File: src/rtl/cop0_excp_ctrl_pkg.sv
// Shared constants for the coprocessor-0 exception sequencer: cause codes,
// FSM state encoding and the vector address helper.
package cop0_excp_ctrl_pkg;

  localparam int CPU_CAUSE_W   = 5;
  localparam int CPU_VEC_W     = 32;
  localparam int CPU_IVT_W     = 22;
  localparam int CPU_IVT_ALIGN = 10;

  localparam logic [CPU_CAUSE_W-1:0] CPU_EXC_INT = 5'd0;
  localparam logic [CPU_CAUSE_W-1:0] CPU_EXC_SYS = 5'd8;
  localparam logic [CPU_CAUSE_W-1:0] CPU_EXC_BRK = 5'd9;
  localparam logic [CPU_CAUSE_W-1:0] CPU_EXC_RI  = 5'd10;

  typedef enum logic [1:0] {
    ST_IDLE  = 2'd0,
    ST_FLUSH = 2'd1,
    ST_REDIR = 2'd2
  } state_t;

  // The cause offset stays below 1 KiB, so the add never disturbs the IVT bits.
  function automatic logic [CPU_VEC_W-1:0] vec_addr(
    input logic [CPU_IVT_W-1:0]   ivt,
    input logic [CPU_CAUSE_W-1:0] cause,
    input int                     shift
  );
    logic [CPU_VEC_W-1:0] base;
    logic [CPU_VEC_W-1:0] offs;
    base = {ivt, {CPU_IVT_ALIGN{1'b0}}};
    offs = CPU_VEC_W'(cause) << shift;
    return base + offs;
  endfunction

endpackage

File: src/rtl/cop0_excp_ctrl_excp_prio.sv
// Combinational arbiter: picks the highest-priority pending event for p3
// and reports whether anything is to be taken.
import cop0_excp_ctrl_pkg::*;

module excp_prio (
  input  logic                   i_valid,
  input  logic                   i_ri,
  input  logic                   i_sys,
  input  logic                   i_brk,
  input  logic                   i_irq,
  input  logic                   i_ie,
  output logic                   o_take,
  output logic [CPU_CAUSE_W-1:0] o_cause
);

  logic irq_en;

  assign irq_en = i_irq & i_ie;

  // Interrupts also need a valid p3 so the saved EPC names a real instruction.
  always_comb begin
    o_take  = 1'b0;
    o_cause = CPU_EXC_INT;
    if (i_valid) begin
      if (i_ri) begin
        o_take  = 1'b1;
        o_cause = CPU_EXC_RI;
      end else if (i_sys) begin
        o_take  = 1'b1;
        o_cause = CPU_EXC_SYS;
      end else if (i_brk) begin
        o_take  = 1'b1;
        o_cause = CPU_EXC_BRK;
      end else if (irq_en) begin
        o_take  = 1'b1;
        o_cause = CPU_EXC_INT;
      end
    end
  end

endmodule

File: src/rtl/cop0_excp_ctrl.sv
// Exception/interrupt sequencer: detects in IDLE, pulses the flush and
// CP0 save strobes for one cycle, then holds the fetch redirect until acked.
import cop0_excp_ctrl_pkg::*;

module cop0_excp_ctrl #(
  parameter int VEC_SHIFT = 3
) (
  input  logic                   clk,
  input  logic                   nrst,
  input  logic                   i_core_stall,
  input  logic [31:0]            i_pc_p3,
  input  logic                   i_bd_p3,
  input  logic                   i_valid_p3,
  input  logic                   i_ri_p3,
  input  logic                   i_sys_p3,
  input  logic                   i_brk_p3,
  input  logic                   i_irq,
  input  logic                   i_sr_ie,
  input  logic [CPU_IVT_W-1:0]   i_ivt,
  input  logic                   i_redir_ack,
  output logic                   o_drop_p1,
  output logic                   o_drop_p2,
  output logic                   o_drop_p3,
  output logic                   o_epc_we,
  output logic [31:0]            o_epc,
  output logic                   o_ie_save,
  output logic                   o_redir,
  output logic [CPU_VEC_W-1:0]   o_redir_addr,
  output logic [CPU_CAUSE_W-1:0] o_cause,
  output logic                   o_busy
);

  state_t                   state;
  logic                     take;
  logic [CPU_CAUSE_W-1:0]   prio_cause;
  logic [31:0]              epc_next;
  logic                     drop;
  logic                     epc_we;
  logic                     ie_save;
  logic                     redir;
  logic                     busy;
  logic [31:0]              epc;
  logic [CPU_VEC_W-1:0]     redir_addr;
  logic [CPU_CAUSE_W-1:0]   cause;

  excp_prio u_prio (
    .i_valid (i_valid_p3),
    .i_ri    (i_ri_p3),
    .i_sys   (i_sys_p3),
    .i_brk   (i_brk_p3),
    .i_irq   (i_irq),
    .i_ie    (i_sr_ie),
    .o_take  (take),
    .o_cause (prio_cause)
  );

  // A delay-slot instruction restarts at its branch; wraps below address 0.
  assign epc_next = i_bd_p3 ? (i_pc_p3 - 32'd4) : i_pc_p3;

  always_ff @(posedge clk or negedge nrst) begin
    if (!nrst) begin
      state      <= ST_IDLE;
      drop       <= 1'b0;
      epc_we     <= 1'b0;
      ie_save    <= 1'b0;
      redir      <= 1'b0;
      busy       <= 1'b0;
      epc        <= '0;
      redir_addr <= '0;
      cause      <= '0;
    end else begin
      case (state)
        ST_IDLE: begin
          if (!i_core_stall && take) begin
            cause      <= prio_cause;
            epc        <= epc_next;
            redir_addr <= vec_addr(i_ivt, prio_cause, VEC_SHIFT);
            drop       <= 1'b1;
            epc_we     <= 1'b1;
            ie_save    <= 1'b1;
            busy       <= 1'b1;
            state      <= ST_FLUSH;
          end
        end
        // Flush lasts exactly one cycle; stalls and acks have no effect here.
        ST_FLUSH: begin
          drop    <= 1'b0;
          epc_we  <= 1'b0;
          ie_save <= 1'b0;
          redir   <= 1'b1;
          state   <= ST_REDIR;
        end
        ST_REDIR: begin
          if (i_redir_ack) begin
            redir <= 1'b0;
            busy  <= 1'b0;
            state <= ST_IDLE;
          end
        end
        default: begin
          drop    <= 1'b0;
          epc_we  <= 1'b0;
          ie_save <= 1'b0;
          redir   <= 1'b0;
          busy    <= 1'b0;
          state   <= ST_IDLE;
        end
      endcase
    end
  end

  assign o_drop_p1    = drop;
  assign o_drop_p2    = drop;
  assign o_drop_p3    = drop;
  assign o_epc_we     = epc_we;
  assign o_epc        = epc;
  assign o_ie_save    = ie_save;
  assign o_redir      = redir;
  assign o_redir_addr = redir_addr;
  assign o_cause      = cause;
  assign o_busy       = busy;

endmodule

File: config.mk
export PLATFORM = sky130hd
export DESIGN_NAME = cop0_excp_ctrl
export DESIGN_NICKNAME = d
export VERILOG_FILES = /design/src/rtl/cop0_excp_ctrl_pkg.sv /design/src/rtl/cop0_excp_ctrl_excp_prio.sv /design/src/rtl/cop0_excp_ctrl.sv
export SDC_FILE = /design/constraint.sdc
export NUM_CORES = 1
export LEC_CHECK = 0
export ABC_CLOCK_PERIOD_IN_PS = 3250
export CAP_MARGIN = 20
export CORE_ASPECT_RATIO = 1.75
export CORE_MARGIN = 3
export CORE_UTILIZATION = 39
export CTS_CLUSTER_SIZE = 12
export DETAILED_ROUTE_END_ITERATION = 8
export PLACE_DENSITY_LB_ADDON = 0.05
export SLEW_MARGIN = 30
export SYNTH_ARGS = -nofsm -noshare
export SYNTH_HDL_FRONTEND = slang
export SYNTH_SLANG_ARGS = --single-unit
File: constraint.sdc
create_clock -name clk -period 3.25 [get_ports clk]
set_input_delay 0.65 -clock clk [delete_from_list [all_inputs] [get_ports clk]]
set_output_delay 0.65 -clock clk [all_outputs]
set_load 0.02 [all_outputs]
Word-level counts from Yosys, hierarchy flattened
Index checks and enable logic that the tools add are counted.
{ "totals": {"input_bits": 65, "register_bits": 74} }
{ "classes": {"mux": 18, "bitwise_logic": 4, "reduce_logical": 8, "eq_ne": 4, "addsub": 2} }
{ "op_table": {"columns": ["cell", "count"], "rows": [
  ["adder 32 x 8 -> 32 bit", 1],
  ["2-to-1 mux 32 bit", 1],
  ["subtractor 32 x 3 -> 32 bit (second input constant)", 1],
  ["2-to-1 mux 5 bit", 3],
  ["AND reduction 2 bit", 4],
  ["2-to-1 mux 1 bit", 7],
  ["case mux 1 bit (3 select lines)", 2],
  ["case mux 2 bit (3 select lines)", 1],
  ["2-to-1 mux 2 bit", 2],
  ["2-to-1 mux 4 bit", 1],
  ["!= test 2 bit (second input constant)", 2],
  ["NOT 1 bit", 3],
  ["AND reduction 3 bit", 1],
  ["equality test 2 x 1 -> 1 bit (second input constant)", 1],
  ["equality test 2 bit (second input constant)", 1],
  ["zero test 2 bit", 1],
  ["case mux 1 bit (2 select lines)", 1],
  ["AND 1 bit", 1],
  ["logical AND 1 bit", 1],
  ["zero test 1 bit", 1]
]} }

Depth between registers and ports, before layout
Gate-level depths: netlist of run 1.
{ "depth": {"word_depth": 9, "mapped_depth": 8, "depth_no_buf": 6} }

Hierarchy
From an unflattened synthesis of run 1, not the netlist that was laid out.
{ "unflattened": {"hier_cells": 344, "area_unflattened_um2": 3090.5} }
{ "by_module_without_submodules": {"columns": ["module", "n_inst", "area_each_um2", "seq_area_each_um2", "cells_each"], "rows": [
  ["cop0_excp_ctrl", 1, 3029.2, 1601.5, 334],
  ["excp_prio", 1, 61.3, 0.0, 10]
]} }

Worst setup path before layout of run 1
No wires, ideal clock.
{ "synth_path": {"path_kind": "in2reg", "startpoint": "input i_pc_p3[10]", "endpoint": "register epc[20] (netlist: o_epc[20])", "slack_ns": 0.669, "arrival_ns": 2.499, "cell_stages": 7, "path_cell_list": "or4_1 buf_2 or3_1 buf_2 buf_6 or4_1 a31oi_1"} }
{ "synth_between": {"elab_chain_cells": 2} }
{ "synth_rtl": {"columns": ["item", "line", "rtl"], "rows": [
  ["start: declaration", "cop0_excp_ctrl.sv:11", "input logic [31:0] i_pc_p3,"],
  ["subtractor 32 x 3 -> 32 bit", "cop0_excp_ctrl.sv:58", "assign epc_next = i_bd_p3 ? (i_pc_p3 - 32'd4) : i_pc_p3;"],
  ["2-to-1 mux 32 bit", "cop0_excp_ctrl.sv:58", null],
  ["end signal: assignment", "cop0_excp_ctrl.sv:76", "epc <= epc_next;"],
  ["end: declaration", "cop0_excp_ctrl.sv:42", "logic [31:0] epc;"]
]} }
Every way passes these cells.
A chain may end at the register's enable or synchronous reset.

Worst setup path after layout of run 1
{ "layout_path": {"startpoint": "input i_pc_p3[8]", "endpoint": "register epc[29] (netlist: o_epc[29])"} }
Same word-level chain as after synthesis.

==> key figures, run 1 <==
CTS
  – Clk pin slew, worst setup/hold paths: 50 ps
  – Clk sinks: 62
  – TritonCTS clock tree: yes
  – Root Buffer: clkbuf_16
  – Num CTS Buffers: 9
  – Skew-Pair Late Insertion Delay: 330 ps
  – Clock Path Buffers: 2
  – Setup bufs post-CTS: 0
  – Hold Buf Count CTS: 0
  – Post-CTS resize count: 0
  – H-tree depth: 3

Timing
  – Final WS setup: 535 ps
  – Final Setup Violations: 0
  – Slew Limit Headroom: 62.9%
  – FMAX: 368 MHz
  – RSZ-0062 raised after global routing: false
  – Final worst-path cycle share: 83.6%
  – Clock Skews: 7.36 ps
  – Worst-margin pin slew: 556 ps
  – Final hold viol count: 0
  – Count of pins over their slew limit: 0
  – Fin Setup TNS: 0 ps
  – Min cycle time layout: 2720 ps

Die
  – Die area: 9160 um^2
  – Io pins: 141
  – Die X: 73.7 um
  – Die Ht: 124 um
  – Initial Util: 40.7%
  – Row count: 42
  – Core area: 7670 um^2

Finish
  – P&R area growth vs syn: 54.3%
  – Area of the multi-input gates: 1370 um^2
  – Antenna cell count: 0
  – Sequential cell area: 1550 um^2
  – Share of cells above drive strength 1: 8.37%
  – Fillers: 718
  – Nets: 551

Job
  – Max cap viols: 0

Yosys
  – Synth Instances: 354
  – Top-count cell post-synth: nand2_1
  – Top-area cell type share of the netlist area: 49.7%
  – Sequential-to-total area share from yosys stat: 49.7%
  – Avg Cell Area, Syn: 8.83 um^2
  – Post-synthesis register bit count: 62
  – Synth top area cells: dfrtp_1, nand2_1, or4_1, buf_4, o21ai_0
  – Cell variety after synth: 42
  – Top_reg_cell synth: dfrtp_1
  – Synth Cell Area: 3120 um^2
  – Number of synthesized flops with an enable pin: 0
  – Synth cell count leaders: nand2_1, dfrtp_1, nor2_1
  – Post-synth ARST share: 100%
  – Yosys Warn Count: 0
  – Largest area contributor in the netlist: dfrtp_1

Power and ir drop
  – Clock Power Share: 31.0%
  – Comb pwr share: 34.4%
  – Sw Share: 31.5%
  – Sequential share of power: 34.6%
  – Net switching power: 970 uW
  – Lkg Pwr: 0.00203 uW
  – Total internal power: 2110 uW
  – Worst vdd ir: 279 uV
  – P per Cell Area: 640 nW/um^2

Worst hold path
  – Min-delay worst type: in2async

Critical path
  – WS Path Type: in2reg
  – Crit path capture type: flop
  – Startpoint types: input port
  – CP Data Required Time: 3490 ps
  – Critical path fanouts, max: 25
  – CP arrival: 2950 ps

Placement
  – Setup WS pre-CTS: 213 ps
  – Post-DP HPWL: 6.59 mm
  – RePlAce Congestion: 0.756
  – # port buffers: 131

Detailed routing
  – Antenna Nets Post-Route: 0
  – DR WL/cell: 14.6 um
  – # DRC: 0
  – Initial drt markers: 92
  – Drt first pass iters: 4
  – Via count: 2945
  – Routed WL: 8.43 mm
  – Via-per-instance ratio: 5.10

Global route
  – Gr ovfl total: 0
  – First-pass GRT wire length: 13.9 mm
  – Total track usage: 19.5%
  – Initial antenna violation count: 0
  – Pin count of the biggest net entering global routing: 42
  – Vias in the first global route: 2900

Outcome
  – Status: complete, no violations
-- path summary, 6_finish.rpt --
check                                      start          endpoint  slack [ps]  cells past startpoint
max in group asynchronous                   nrst  o_redir_addr[31]        2330                      2
worst min register to register  o_redir_addr[29]  o_redir_addr[29]         470                      2
worst max-delay path                  i_pc_p3[8]         o_epc[29]         530                      6
worst max register to register          state[0]         o_epc[16]        1010                      4
worst min-delay path                        nrst  o_redir_addr[19]         310                      1
min in group clk                o_redir_addr[29]  o_redir_addr[29]         470                      2
-- cells in the final DEF, fill, tap and decap left out, types with 2 or more instances in the layout --
| master | synthesis | routed |
|---|---|---|
| nor2_1 | 21 | 21 |
| nor4b_1 | 2 | 2 |
| o31ai_1 | 10 | 10 |
| buf_4 | 16 | 15 |
| or3b_2 | 2 | 2 |
| o21ai_0 | 20 | 20 |
| clkbuf_8 | 0 | 2 |
| clkdlybuf4s50_1 | 0 | 130 |
| clkbuf_16 | 0 | 9 |
| o41ai_1 | 3 | 3 |
| buf_12 | 0 | 2 |
| o211ai_1 | 2 | 2 |
| nor4_1 | 7 | 7 |
| nor3_1 | 5 | 5 |
| or3_1 | 7 | 6 |
| inv_1 | 5 | 5 |
| nand4_1 | 4 | 4 |
| nand2_1 | 102 | 102 |
| clkbuf_1 | 11 | 2 |
| or2_2 | 2 | 2 |
| nand3_1 | 4 | 4 |
| a31oi_1 | 13 | 13 |
| dfrtp_1 | 62 | 62 |
| or4_1 | 18 | 18 |
| xor2_1 | 5 | 5 |
| xnor2_1 | 7 | 7 |
| conb_1 | 1 | 9 |
-- area by class of cell --
class | instances | area share [%]
tap | 88 | 2.28
timing repair buffer | 148 | 30.3
clock buffer | 13 | 5.40
sequential | 62 | 32.2
inverter | 6 | 0.467
multi-input combinational | 258 | 28.5
clock inverter | 3 | 0.883
-- critical path, cell delays in order --
cell	delay, ps
clkdlybuf4s50_1	470
or4_1	550
or3_1	360
buf_4	210
or4_1	510
a31oi_1	200
-- per-layer routing --
metal | vias up | routed length [um] | share of wire (%) | GRT usage [%]
met5 | - | 0 | 0 | 0
met4 | 0 | 126 | 1.5 | 7.47
met3 | 9 | 587 | 7.0 | 5.82
met2 | 87 | 4570 | 54 | 33.6
met1 | 1378 | 3150 | 37 | 21.8
li1 | 1471 | - | - | -
-- logic make-up (layout without fill, tap and decap cells) --
| logic type | after synthesis | count (layout) | synth area share (%) |
|---|---|---|---|
| simple gates | 182 | 182 | 27.9 |
| flops | 62 | 62 | 49.7 |
| compound gates | 53 | 53 | 10.8 |
| buf+inv | 42 | 170 | 7.37 |
| xor+xnor | 12 | 12 | 3.36 |
| fa+ha+maj | 1 | 1 | 0.400 |
| other cells | 1 | 9 | 0.120 |
| mux | 1 | 1 | 0.360 |
-- power by group through the flow --
stage / combinational (uW) / sequential, uW / clock [uW]
finish: 1060 / 1070 / 957
global route: 1150 / 1090 / 1030
CTS: 1080 / 1070 / 985
detailed placement: 1080 / 1080 / 0
global placement: 1070 / 1070 / 0
floorplan: 274 / 1310 / 0
-- through the flow --
stage	total power [uW]	util [%]	hold slack [ps]	cell area [um^2]	cells
after floorplan	1580	-	354	3150	362
after global placement	2140	58.9	457	4520	562
after detailed placement	2160	58.9	461	4520	562
after CTS	3130	62.8	312	4820	578
after global routing	3260	62.8	336	4820	578
final	3090	62.8	312	4820	578
-- registers in the layout (all words and copies together) (netlist names) --
| signal | count |
|---|---|
| o_busy | 1 |
| o_ie_save | 1 |
| o_redir | 1 |
| o_cause | 2 |
| o_redir_addr | 23 |
| o_epc | 32 |
| state | 2 |
(Power assumes the default switching activity.)
==> inputs of run 2 (changes only) <==
ABC_CLOCK_PERIOD_IN_PS = 2770   (was 3250)
clock period = 2.77 ns   (was 3.25 ns; I/O delays follow)
==> run 2 against run 1 <==
  * Sequential share of layout area is 0.88 points lower
  * Clock skew fell by 2.3 ps
  * Global-route usage rose by 0.43 points
  * Count of clock-buffer cells in the layout down 2
  * Critical path type unchanged
  * Largest cell class is now buffers
==> key figures, run 2 (synthesis results as in run 1) <==
Outcome
  – Status: complete, no violations

Die
  – Initial Util: 40.7% (unchanged)
  – Io pins: 141 (unchanged)
  – Die X: 73.7 um (unchanged)
  – Row count: 42 (unchanged)
  – Die area: 9160 um^2 (unchanged)
  – Die Ht: 124 um (unchanged)
  – Core area: 7670 um^2 (unchanged)

Global route
  – Initial antenna violation count: 0 (unchanged)
  – First-pass GRT wire length: 14.3 mm (+2.9%)
  – Vias in the first global route: 3133 (+8.0%)
  – Total track usage: 19.9% (+0.43 points)
  – Pin count of the biggest net entering global routing: 47 (+12%)
  – Gr ovfl total: 0 (unchanged)

Finish
  – Nets: 574 (+4.2%)
  – Share of cells above drive strength 1: 12.2% (+3.8 points)
  – P&R area growth vs syn: 58.6%
  – Commonest non-fill, non-tap cells in the layout: clkdlybuf4s50_1, nand2_1, dfrtp_1
  – Antenna cell count: 0 (unchanged)
  – Final core utilization: 64.6% (+1.8 points)
  – Largest register FFs: 32 (unchanged)
  – Most common cell after layout, fill and taps aside: clkdlybuf4s50_1

Critical path
  – Worst r2r src: state[0]
  – CP startpoint: i_pc_p3[20]
  – Critical path fanouts, max: 5 (-80%)
  – Worst setup endpoint: o_epc[29]
  – Startpoint types: input port
  – CP Data Required Time: 3010 ps (-480 ps)
  – RR Endpoint: o_epc[31]
  – Crit path capture type: flop
  – Reg-to-reg slack, setup: 590 ps (-420 ps)
  – R2R depth: 7 (+3)
  – CP arrival: 2800 ps (-150 ps)
  – WS Path Type: in2reg

Detailed routing
  – Via count: 3075 (+4.4%)
  – # DRC: 0 (unchanged)
  – DR WL/cell: 14.6 um (about the same)
  – Antenna Nets Post-Route: 0 (unchanged)
  – Via-per-instance ratio: 5.14 (+0.92%)
  – Routed WL: 8.72 mm (+3.4%)
  – Drt first pass iters: 4 (unchanged)
  – Initial drt markers: 114 (+24%)

Timing
  – Final worst-path cycle share: 92.5%
  – FMAX: 390 MHz
  – Final Setup Violations: 0 (unchanged)
  – Slew Limit Headroom: 47.3% (-16 points)
  – Hold Slack: 316 ps (+3.93 ps)
  – Count of pins over their slew limit: 0 (unchanged)
  – RSZ-0062 raised after global routing: false
  – Clock Skews: 5.06 ps (-2.30 ps)
  – Worst-margin pin slew: 791 ps (+235 ps)
  – Final WS setup: 207 ps (-328 ps)
  – Final hold viol count: 0 (unchanged)
  – Min cycle time layout: 2560 ps

CTS
  – Hold Buf Count CTS: 0 (unchanged)
  – Setup bufs post-CTS: 0 (unchanged)
  – Num CTS Buffers: 9 (unchanged)
  – H-tree depth: 3 (unchanged)
  – Post-CTS resize count: 0 (unchanged)
  – Skew-Pair Late Insertion Delay: 320 ps (about the same)
  – Clock Path Buffers: 2 (unchanged)
  – TritonCTS clock tree: yes
  – Clk pin slew, worst setup/hold paths: 50 ps (about the same)
  – Root Buffer: clkbuf_16
  – Clk sinks: 62 (unchanged)

Job
  – Max cap viols: 0 (unchanged)

Power and ir drop
  – Lkg Pwr: 0.00213 uW (+4.6%)
  – P per Cell Area: 723 nW/um^2 (+13%)
  – Total internal power: 2460 uW (+16%)
  – Net switching power: 1130 uW (+16%)
  – Sw Share: 31.4% (-0.043 points)
  – Comb pwr share: 35.4% (+1.0 points)
  – Worst vdd ir: 311 uV (+11%)
  – Clock Power Share: 29.7% (-1.3 points)
  – Sequential share of power: 34.9% (+0.3 points)

Placement
  – Post-DP HPWL: 6.70 mm (+1.6%)
  – # port buffers: 131 (unchanged)
  – Setup WS pre-CTS: -124 ps (-337 ps)
  – RePlAce Congestion: 0.800 (+5.9%)

Worst hold path
  – Min-delay worst type: in2async
==> run 2: cell types whose count changed in the layout (fill, tap and decap cells not counted) <==
cell	delta
buf_4	+24
buf_12	-1
clkbuf_1	-1
clkbuf_8	-1
clkinvlp_4	-1
==> run 2: how the worst min path moves through the flow <==
stage,start,end,slack [ps]
2_1_floorplan,nrst,o_busy,260
3_3_place_gp,o_redir_addr[29],o_redir_addr[29],460
3_5_place_dp,o_epc[0],o_epc[0],460
4_1_cts,nrst,o_redir_addr[19],340
5_1_grt,nrst,o_redir_addr[20],380
6_report,nrst,o_redir_addr[19],320
==> run 2: area by class of cell <==
type / count / area, um^2
tap: 88 / 110
multi-input combinational: 258 / 1370
timing repair buffer: 171 / 1620
fill: 678 / 2720
sequential: 62 / 1550
clock buffer: 11 / 243
clock inverter: 2 / 35.0
inverter: 6 / 22.5
==> run 2: layer usage <==
metal  vias to the layer above  part of all wire (%)  global-route usage [%]
met5                         -                     0                       0
met4                         0                   3.6                    10.7
met3                        24                   7.0                    5.74
met2                       123                    52                    34.1
met1                      1407                    37                    21.1
li1                       1521                     -                       -
==> run 2: critical path: stages <==
cell and delay, ps:
clkdlybuf4s50_1 440, or4_1 600, or4b_4 560, or4_1 480
a31oi_1 170
==> run 2: power groups by stage <==
stage / clock network [uW] / registers (uW) / logic, uW
floorplan: 0 / 1530 / 322
global placement: 0 / 1260 / 1270
detailed placement: 0 / 1270 / 1280
CTS: 1090 / 1260 / 1290
global route: 1130 / 1280 / 1360
finish: 1070 / 1250 / 1270
==> run 2: stage by stage <==
stage               instance area [um^2]  total power [uW]  setup TNS [ps]  instances
finish                              4950              3580               0        598
global route                        4950              3780               0        598
CTS                                 4950              3630               0        598
detailed placement                  4680              2550            -753        585
global placement                    4680              2530            -446        585
floorplan                           3150              1850               0        362
